===== config.mk =====
export PLATFORM = sky130hd
export DESIGN_NAME = debounce_timer_bank
export DESIGN_NICKNAME = d
export VERILOG_FILES = /design/src/rtl/debounce_timer_bank.sv
export SDC_FILE = /design/constraint.sdc
export NUM_CORES = 1
export LEC_CHECK = 0
export CAP_MARGIN = 15
export CORE_ASPECT_RATIO = 0.75
export CORE_MARGIN = 3
export CORE_UTILIZATION = 38
export CTS_CLUSTER_SIZE = 20
export DETAILED_ROUTE_END_ITERATION = 10
export PLACE_DENSITY_LB_ADDON = 0.15
export SLEW_MARGIN = 20
export SYNTH_ARGS = -nofsm -noshare
export SYNTH_HDL_FRONTEND = slang
export SYNTH_SLANG_ARGS = --single-unit

===== constraint.sdc =====
create_clock -name clk -period 3.1 [get_ports clk]
set_clock_uncertainty 0.15 [all_clocks]
set_input_delay 0.62 -clock clk [delete_from_list [all_inputs] [get_ports clk]]
set_output_delay 0.62 -clock clk [all_outputs]
set_load 0.01 [all_outputs]

===== src/rtl/debounce_timer_bank.sv =====
// debounce_timer_bank: bank of NUM_CH programmable interval timers sharing one
// prescaler. Each channel supports periodic or one-shot operation, a live
// terminal count, synchronous restart, a one-clk done pulse and count readback.
// Optional feature macro: TIMER_IRQ_EN adds irq_mask/irq_clr inputs, a sticky
// per-channel status and a single masked interrupt output.
module debounce_timer_bank #(
    parameter int unsigned NUM_CH         = 4,
    parameter int unsigned COUNTER_WIDTH  = 16,
    parameter int unsigned PRESCALE       = 1,
    parameter int unsigned PRESCALE_WIDTH = 8
) (
    input  logic                              clk,
    input  logic                              rst_n,
    input  logic [NUM_CH-1:0]                 ch_en,
    input  logic [NUM_CH-1:0]                 ch_restart,
    input  logic [NUM_CH-1:0]                 ch_mode,
    input  logic [NUM_CH*COUNTER_WIDTH-1:0]   final_value,
`ifdef TIMER_IRQ_EN
    input  logic [NUM_CH-1:0]                 irq_mask,
    input  logic [NUM_CH-1:0]                 irq_clr,
    output logic                              irq,
`endif
    output logic [NUM_CH-1:0]                 ch_done,
    output logic [NUM_CH-1:0]                 ch_expired,
    output logic [NUM_CH*COUNTER_WIDTH-1:0]   ch_count
);

    localparam logic [PRESCALE_WIDTH-1:0] PRESC_LAST = PRESCALE_WIDTH'(PRESCALE - 1);

    typedef enum logic {
        ST_RUN,
        ST_EXPIRED
    } state_t;

    logic [PRESCALE_WIDTH-1:0] presc;
    logic                      any_en;
    logic                      tick;

    assign any_en = |ch_en;
    assign tick   = any_en && (presc == PRESC_LAST);

    // Shared prescaler: free-runs while any channel is enabled, parks at zero otherwise.
    always_ff @(posedge clk or negedge rst_n) begin
        if (!rst_n) begin
            presc <= '0;
        end else if (!any_en || tick) begin
            presc <= '0;
        end else begin
            presc <= presc + 1'b1;
        end
    end

    for (genvar i = 0; i < NUM_CH; i++) begin : g_ch
        logic [COUNTER_WIDTH-1:0] fv;
        logic [COUNTER_WIDTH-1:0] term_m1;
        logic [COUNTER_WIDTH-1:0] cnt;
        logic                     done;
        state_t                   state;

        assign fv = final_value[i*COUNTER_WIDTH +: COUNTER_WIDTH];
        // A zero terminal behaves as one, so the last count value is 0 in both cases.
        assign term_m1 = (fv == '0) ? '0 : fv - 1'b1;

        // Channel FSM: restart beats enable beats hold; EXPIRED is sticky until restart.
        always_ff @(posedge clk or negedge rst_n) begin
            if (!rst_n) begin
                state <= ST_RUN;
                cnt   <= '0;
                done  <= 1'b0;
            end else if (ch_restart[i]) begin
                state <= ST_RUN;
                cnt   <= '0;
                done  <= 1'b0;
            end else if (state == ST_EXPIRED) begin
                cnt  <= '0;
                done <= 1'b0;
            end else if (ch_en[i] && tick) begin
                // >= also catches a terminal lowered below the running count.
                if (cnt >= term_m1) begin
                    cnt  <= '0;
                    done <= 1'b1;
                    if (ch_mode[i]) begin
                        state <= ST_EXPIRED;
                    end
                end else begin
                    cnt  <= cnt + 1'b1;
                    done <= 1'b0;
                end
            end else begin
                done <= 1'b0;
            end
        end

        assign ch_done[i]                                  = done;
        assign ch_expired[i]                               = (state == ST_EXPIRED);
        assign ch_count[i*COUNTER_WIDTH +: COUNTER_WIDTH] = cnt;
    end

`ifdef TIMER_IRQ_EN
    logic [NUM_CH-1:0] irq_status;
    logic [NUM_CH-1:0] irq_status_next;
    logic              irq_q;

    // Set wins over clear when a done pulse and a clear coincide.
    assign irq_status_next = ch_done | (irq_status & ~irq_clr);

    // Sticky status plus registered masked interrupt, built from the updated
    // status so irq follows an expiry by exactly one clk.
    always_ff @(posedge clk or negedge rst_n) begin
        if (!rst_n) begin
            irq_status <= '0;
            irq_q      <= 1'b0;
        end else begin
            irq_status <= irq_status_next;
            irq_q      <= |(irq_status_next & irq_mask);
        end
    end

    assign irq = irq_q;
`endif

endmodule


==> metrics, run 1 <==
nets=roughly 1,300; Setup Crit Path Kind=in -> reg; GRT Util Overall=between 10% and 20%; CTS HTree Levels=3; drt drc=0; Synth Area in Compound Gates=roughly 9%; vias per inst=4.999; cell area power density=roughly 250 nW/um^2; Layout area overhead=58.47%; worst min-delay path class=in -> async; Warnings, synthesis=0; FFs w/ async S/R, synth=100.0%; Worst setup SP type=input port; DR vias=a little under 7,000; status=finished, violations left; TritonCTS clock tree=built; Detailed Routing Iterations Pass 1=4; initial antenna violation count=0; fmax=roughly 0.28 GHz; setup violators final=between 70 and 80; Bufs on Longest Clock Path=2; worst-skew pair later-pin latency=0.34 ns; Post-Synth Adder-Cell Area=about 14%; placed insts=around 1,300; sequential fraction of the synthesis area=29.60%; total core area=roughly 17,000 um^2; non-filler instance count after layout=approximately 1,400; Lkg Pwr=4.773 nW; worst slew pin tran=roughly 0.7 ns; Worst EP required=roughly 3.2 ns; Reg clk slew, reported paths=0.06 ns; Yosys top cell by area=dfrtp_1; routed length per instance=around 15 um; Final WS setup=-0.4369 ns; FP Rows=about 40; Post-synth top flop=dfrtp_1; average size of a mapped cell=8.269 um^2; Post-Syn Nets=974; Placer Congestion=0.8056; final instance area=10,720 um^2; chip width=around 160 um; Num Clock Sinks=80; overall routed net length=19,740 um; Initial Util=39.48%; Placed Instance Area=9542 um^2; total power=2.674 mW; Peak VDD IR=0.2218 mV; final worst-path cycle share=114.1%; fillcell total=about 1,500; first-pass GRT wire length=approximately 32,000 um; Post-Synth XOR/XNOR Area=13.60%; Reg area=about 2000 um^2; clk root buf=clkbuf_16; hpwl dp=14,420 um; fraction of layout cells with a size suffix above 1=~29%; DIE AREA=just under 20,000 um^2; diode count=0; 1st-iter DRT viols=between 200 and 300; post-synthesis cell area=6764 um^2; CP arrival=roughly 3.6 ns; EDFF count, synth=0; largest net degree at the start of global routing=between 40 and 50; multi-input logic area=approximately 5400 um^2; Die Y=between 100 and 150 um; CP Capture Type=flop; PortBufs=around 150; CTS Buf Count=9; total grt overflow=0; number of global-route vias before repair=between 6,000 and 7,000; fin crit period=approximately 3.5 ns; Slew Viols, Final=0; Max FO, Critical Path=8; failing checks=negative setup slack; area share of the largest cell type after synthesis=just under 30%; RSZ-0062 raised after global routing=true; Ports=150; Yosys cell types=56; final core utilization=62.56%; most area-consuming cells after synthesis=dfrtp_1 (30%), ha_1 (14%), xor2_1 (8.2%), nand2_1 (7.3%), nor2_1 (5.9%); Final Hold Vio Count=0; Post-Syn Instances=between 800 and 900; Max-Cap Viols=0; slew margin rel.=between 50% and 60%; post-synthesis mux area share=less than 1%; Routed Antenna Nets=0; Yosys reg bits=80; largest family of logic cells by synthesized area=simple AND/OR/NAND/NOR gates; fraction of the mapped netlist area in simple logic gates=~30%
## worst max-delay path: stages
cell	delay, ns
buf_6	0.09
or4_4	0.52
or3_4	0.37
buf_4	0.16
nor4_4	0.13
xor2_1	0.16
nand2_1	0.10
ha_4	0.28
nand4_1	0.21
nor4_4	0.34
a31oi_2	0.16
nand3_4	0.14
nor2_1	0.05
a211o_1	0.26
## cell usage in the layout, fill, tap and decap left out, drive strengths merged, types with 4 or more instances in the layout
cell | Yosys | final
buf | 12 | 158
nand2 | 132 | 134
clkdlybuf4s50 | 0 | 117
nor2 | 106 | 106
dfrtp | 80 | 80
ha | 78 | 78
xor2 | 63 | 63
xnor2 | 42 | 42
nor3 | 38 | 38
inv | 28 | 31
nand3 | 30 | 30
a21oi | 29 | 29
nand4 | 25 | 25
o21ai | 21 | 21
nor4 | 17 | 17
nand2b | 14 | 14
dlygate4sd2 | 0 | 13
or3 | 12 | 13
clkbuf | 4 | 12
and3 | 10 | 10
a211o | 8 | 8
nor3b | 7 | 7
nor2b | 5 | 5
or2 | 5 | 5
a31oi | 5 | 5
a21o | 4 | 4
dlymetal6s2s | 0 | 4
nor4b | 4 | 4
## repair_timing
action | in CTS | in global routing
gates cloned | 4 | 0
buffers inserted | 18 | 11
setup endpoints to repair | 72 | 72
pin swaps | 95 | 57
gates resized for setup | 154 | 69
hold buffers | 0 | 0
## cells by family after synthesis
family / count (synthesis)
fa+ha+maj: 78
flops: 80
compound gates: 90
simple gates: 420
xor+xnor: 105
buf+inv: 44
mux: 1
## registers in the layout (all words and copies together), names as in the netlist
signal / flops
g_ch.cnt: 64
presc: 8
g_ch.state: 4
g_ch.done: 4
## synth_stat cells, types with 2 or more instances
library cell / instances
o21ai_0: 21
a31o_2: 2
inv_1: 28
a21oi_1: 29
nor4b_1: 3
nor3_2: 2
a211o_1: 8
nor3b_1: 7
nor2_1: 106
xor2_1: 63
nand4b_1: 2
or3_1: 11
a211oi_1: 2
nor4_2: 3
nor3_1: 36
nand3b_1: 3
a2111o_1: 2
nand2b_1: 14
nand3_1: 30
a22oi_1: 2
clkbuf_1: 4
xnor2_1: 42
or4_1: 2
a31oi_1: 5
nor2b_1: 5
nor4_1: 14
a21o_1: 4
o22ai_1: 3
and3_1: 10
nand2_1: 132
or2_2: 5
dfrtp_1: 80
ha_1: 78
and4_1: 3
and2_1: 3
buf_2: 2
nand4_1: 25
buf_4: 9
## final cells by class
type                            count  area share [%]
Multi-Input combinational cell    697           50.29
Sequential cell                    80           18.68
Timing Repair Buffer              295           24.68
Clock inverter                      6          0.4903
Inverter                           28          0.9805
Tap cell                          236           2.755
Clock buffer                       10           2.136
## metal layers
layer | GRT usage, % | routed length [um]
met5 | 0 | 0
met4 | 3.198 | 193
met3 | 4.351 | 892
met2 | 30.53 | 8833
met1 | 29.05 | 9817
## stage by stage
stage                     hold slack, ns  setup WS, ns  TNS (ns)
after global routing              0.1766       -0.5963    -36.49
after global placement            0.3507        -1.133    -73.82
after CTS                         0.1555       -0.5520    -24.67
after detailed placement          0.3628        -1.224    -76.70
after floorplan                   0.1744       -0.5552    -23.85
final                             0.1369       -0.4369    -25.42
## where the power goes
part	internal (mW)	leakage (nW)	switching (mW)
clock	0.556	0.132	0.462
sequential	1.05	1.11	0.0214
combinational	0.307	3.53	0.276
## path summary, 6_finish.rpt
| kind | startpoint | slack, ns | to | cells past startpoint |
|---|---|---|---|---|
| min reg2reg | presc[0] | 0.38 | presc[0] | 1 |
| min in group clk | presc[0] | 0.38 | presc[0] | 1 |
| max in group asynchronous | rst_n | 2.05 | g_ch[0].state | 2 |
| min | rst_n | 0.14 | g_ch[1].state | 1 |
| max | final_value[50] | -0.44 | g_ch[3].cnt[12] | 14 |
| max reg2reg | g_ch[3].cnt[0] | 0.49 | g_ch[3].cnt[15] | 9 |
Note: power is estimated with default switching activity, not from simulation.
==> inputs of run 2 (changes only) <==
--- a/config.mk
+++ b/config.mk
@@ -11,6 +11,7 @@
 export CORE_UTILIZATION = 38
 export CTS_CLUSTER_SIZE = 20
 export DETAILED_ROUTE_END_ITERATION = 10
+export DONT_BUFFER_PORTS = 1
 export PLACE_DENSITY_LB_ADDON = 0.15
 export SLEW_MARGIN = 20
 export SYNTH_ARGS = -nofsm -noshare
==> run 2 against run 1 <==
The flow still finishes with violations (negative setup slack). Combinational power fell by 39%. Cell area fell by 20%. Die area did not move. Sequential power barely moved. First-iteration DRC count fell by 23%. Register-to-register slack barely moved.
==> metrics, run 2 (synthesized netlist as in run 1, its figures left out) <==
status=finished, violations left; failing checks=negative setup slack; Largest regs=g_ch.cnt: 64 flops, presc: 8 flops; fmax=0.2924 GHz (+3.4%); Lkg Pwr=3.778 nW (-21%); final instance area=8563 um^2 (-20%); routed length per instance=16.55 um (+13%); Placed Instance Area=7590 um^2 (-20%); FF-to-FF setup slack=0.48 ns (about the same); clk root buf=clkbuf_16; Final WS setup=-0.3197 ns (+0.1172 ns); total core area=17,130 um^2 (unchanged); CP Capture Type=flop; Initial Util=39.48% (unchanged); overall routed net length=18,640 um (-5.6%); CTS HTree Levels=3 (unchanged); vias per inst=5.386 (+7.8%); DIE AREA=19,450 um^2 (unchanged); 1st-iter DRT viols=213 (-23%); slew margin rel.=41.30% (-12 points); Die Y=121.5 um (unchanged); Detailed Routing Iterations Pass 1=4 (unchanged); largest net degree at the start of global routing=81 (+80%); CP arrival=3.55 ns (-0.06 ns); Layout area overhead=26.60%; Peak VDD IR=0.2093 mV (-5.6%); Final Hold Vio Count=0 (unchanged); setup violators final=72 (unchanged); first-pass GRT wire length=29,690 um (-7.4%); worst-skew pair later-pin latency=0.34 ns (about the same); fin crit period=3.420 ns (-0.1172 ns); DR vias=6,065 (-10%); cell area power density=294.5 nW/um^2 (+18%); commonest non-fill, non-tap cells in the layout=nand2_1 (125), dfrtp_1 (80), nor2_1 (75); Worst setup SP type=input port; CTS Buf Count=9 (unchanged); TritonCTS clock tree=built; total grt overflow=0 (unchanged); RSZ-0062 raised after global routing=true; worst min-delay path class=in -> async; Max-Cap Viols=0 (unchanged); PortBufs=0 (-100%); fraction of layout cells with a size suffix above 1=22.92% (-5.8 points); Num Clock Sinks=80 (unchanged); GRT Util Overall=18.49% (-1.3 points); initial antenna violation count=0 (unchanged); hold slack=0.02501 ns (-0.1119 ns); drt drc=0 (unchanged); Placer Congestion=0.8362 (+3.8%); FP Rows=41 (unchanged); Bufs on Longest Clock Path=2 (unchanged); final worst-path cycle share=110.3% (-3.8 points); Setup Crit Path Kind=in -> reg; Reg clk slew, reported paths=0.07 ns (about the same); nets=1,041 (-18%); Top reg by flops=g_ch.cnt; Max FO, Critical Path=7 (-1); number of global-route vias before repair=5,946 (-9.0%); chip width=160.1 um (unchanged); Routed Antenna Nets=0 (unchanged); diode count=0 (unchanged); most common cell after layout, fill and taps aside=nand2_1; number of flip-flops in the largest register=64 (unchanged); worst slew pin tran=0.8764 ns (+0.1802 ns); Slew Viols, Final=0 (unchanged); Ports=150 (unchanged); Worst EP required=3.23 ns (+0.05 ns); hpwl dp=14,210 um (-1.5%)
==> run 2: cell types whose count changed in the layout (fill, tap and decap cells not counted), sizes merged <==
cell / before / now
clkdlybuf4s50: 117 / 0
buf: 158 / 68
dlygate4sd2: 13 / 0
dlymetal6s2s: 4 / 0
clkbuf: 12 / 10
clkinvlp: 2 / 0
bufinv: 0 / 1
clkdlybuf4s15: 1 / 0
clkinv: 1 / 2
inv: 31 / 32
==> run 2: worst paths after layout <==
check                                   to  cells past startpoint            start
min reg2reg                       presc[0]                      1         presc[0]
min                        g_ch[2].cnt[11]                      1            rst_n
min in group clk              g_ch[2].done                      1    ch_restart[2]
max in group asynchronous   g_ch[0].cnt[6]                      1            rst_n
max reg2reg                g_ch[0].cnt[10]                      8   g_ch[0].cnt[0]
max                         g_ch[1].cnt[6]                     13  final_value[22]
==> run 2: through the flow <==
stage | TNS [ns] | std cells | power, mW | worst slack, ns | utilization (%)
2_1_floorplan | -23.85 | 818 | 1.296 | -0.5552 | -
3_3_place_gp | -41.27 | 1096 | 1.374 | -0.7133 | 44.30
4_1_cts | -10.06 | 1122 | 2.542 | -0.2661 | 47.85
6_report | -14.02 | 1126 | 2.522 | -0.3197 | 49.98
3_5_place_dp | -45.15 | 1096 | 1.383 | -0.7697 | 44.30
5_1_grt | -24.78 | 1126 | 2.668 | -0.4524 | 49.98
==> run 2: what timing repair did <==
item                                   in CTS  in global routing
pin swaps                                  24                 25
gates cloned                                2                  2
gates resized for setup                    44                 73
endpoints found under the hold margin      80                  0
setup buffers                               7                  3
setup endpoints to repair                  72                 72
hold buffers                                1                  0
==> run 2: per-layer routing <==
metal	track usage [%]	part of all wire, %	vias up
met5	0	0	-
met2	29.17	45	148
met1	24.94	47	2897
met3	6.322	7.4	13
li1	-	-	3007
met4	3.523	0.86	0
==> run 2: cell type report <==
type | instances | area, um^2
multi-input combinational | 697 | 5255
timing repair buffer | 69 | 605.6
sequential | 80 | 2002
clock inverter | 7 | 75.07
inverter | 28 | 105.1
fill | 1634 | 8571
tap | 236 | 295.3
clock buffer | 9 | 225.2
==> run 2: where the power goes <==
group | total [mW] | internal, mW | switching, mW
clock | 1.09 | 0.633 | 0.459
sequential | 1.07 | 1.05 | 0.0213
combinational | 0.357 | 0.163 | 0.194
total | 2.52 | 1.85 | 0.674
==> run 2: worst max-delay path, cell delays in order <==
cell,delay (ns)
or4_4,0.54
nor4_4,0.18
nand2b_1,0.13
or3_4,0.36
and2_4,0.17
ha_4,0.20
nand2b_4,0.12
a2111o_1,0.41
a32oi_1,0.20
and3_4,0.25
o21ai_4,0.08
clkbuf_16,0.20
nor2_4,0.08
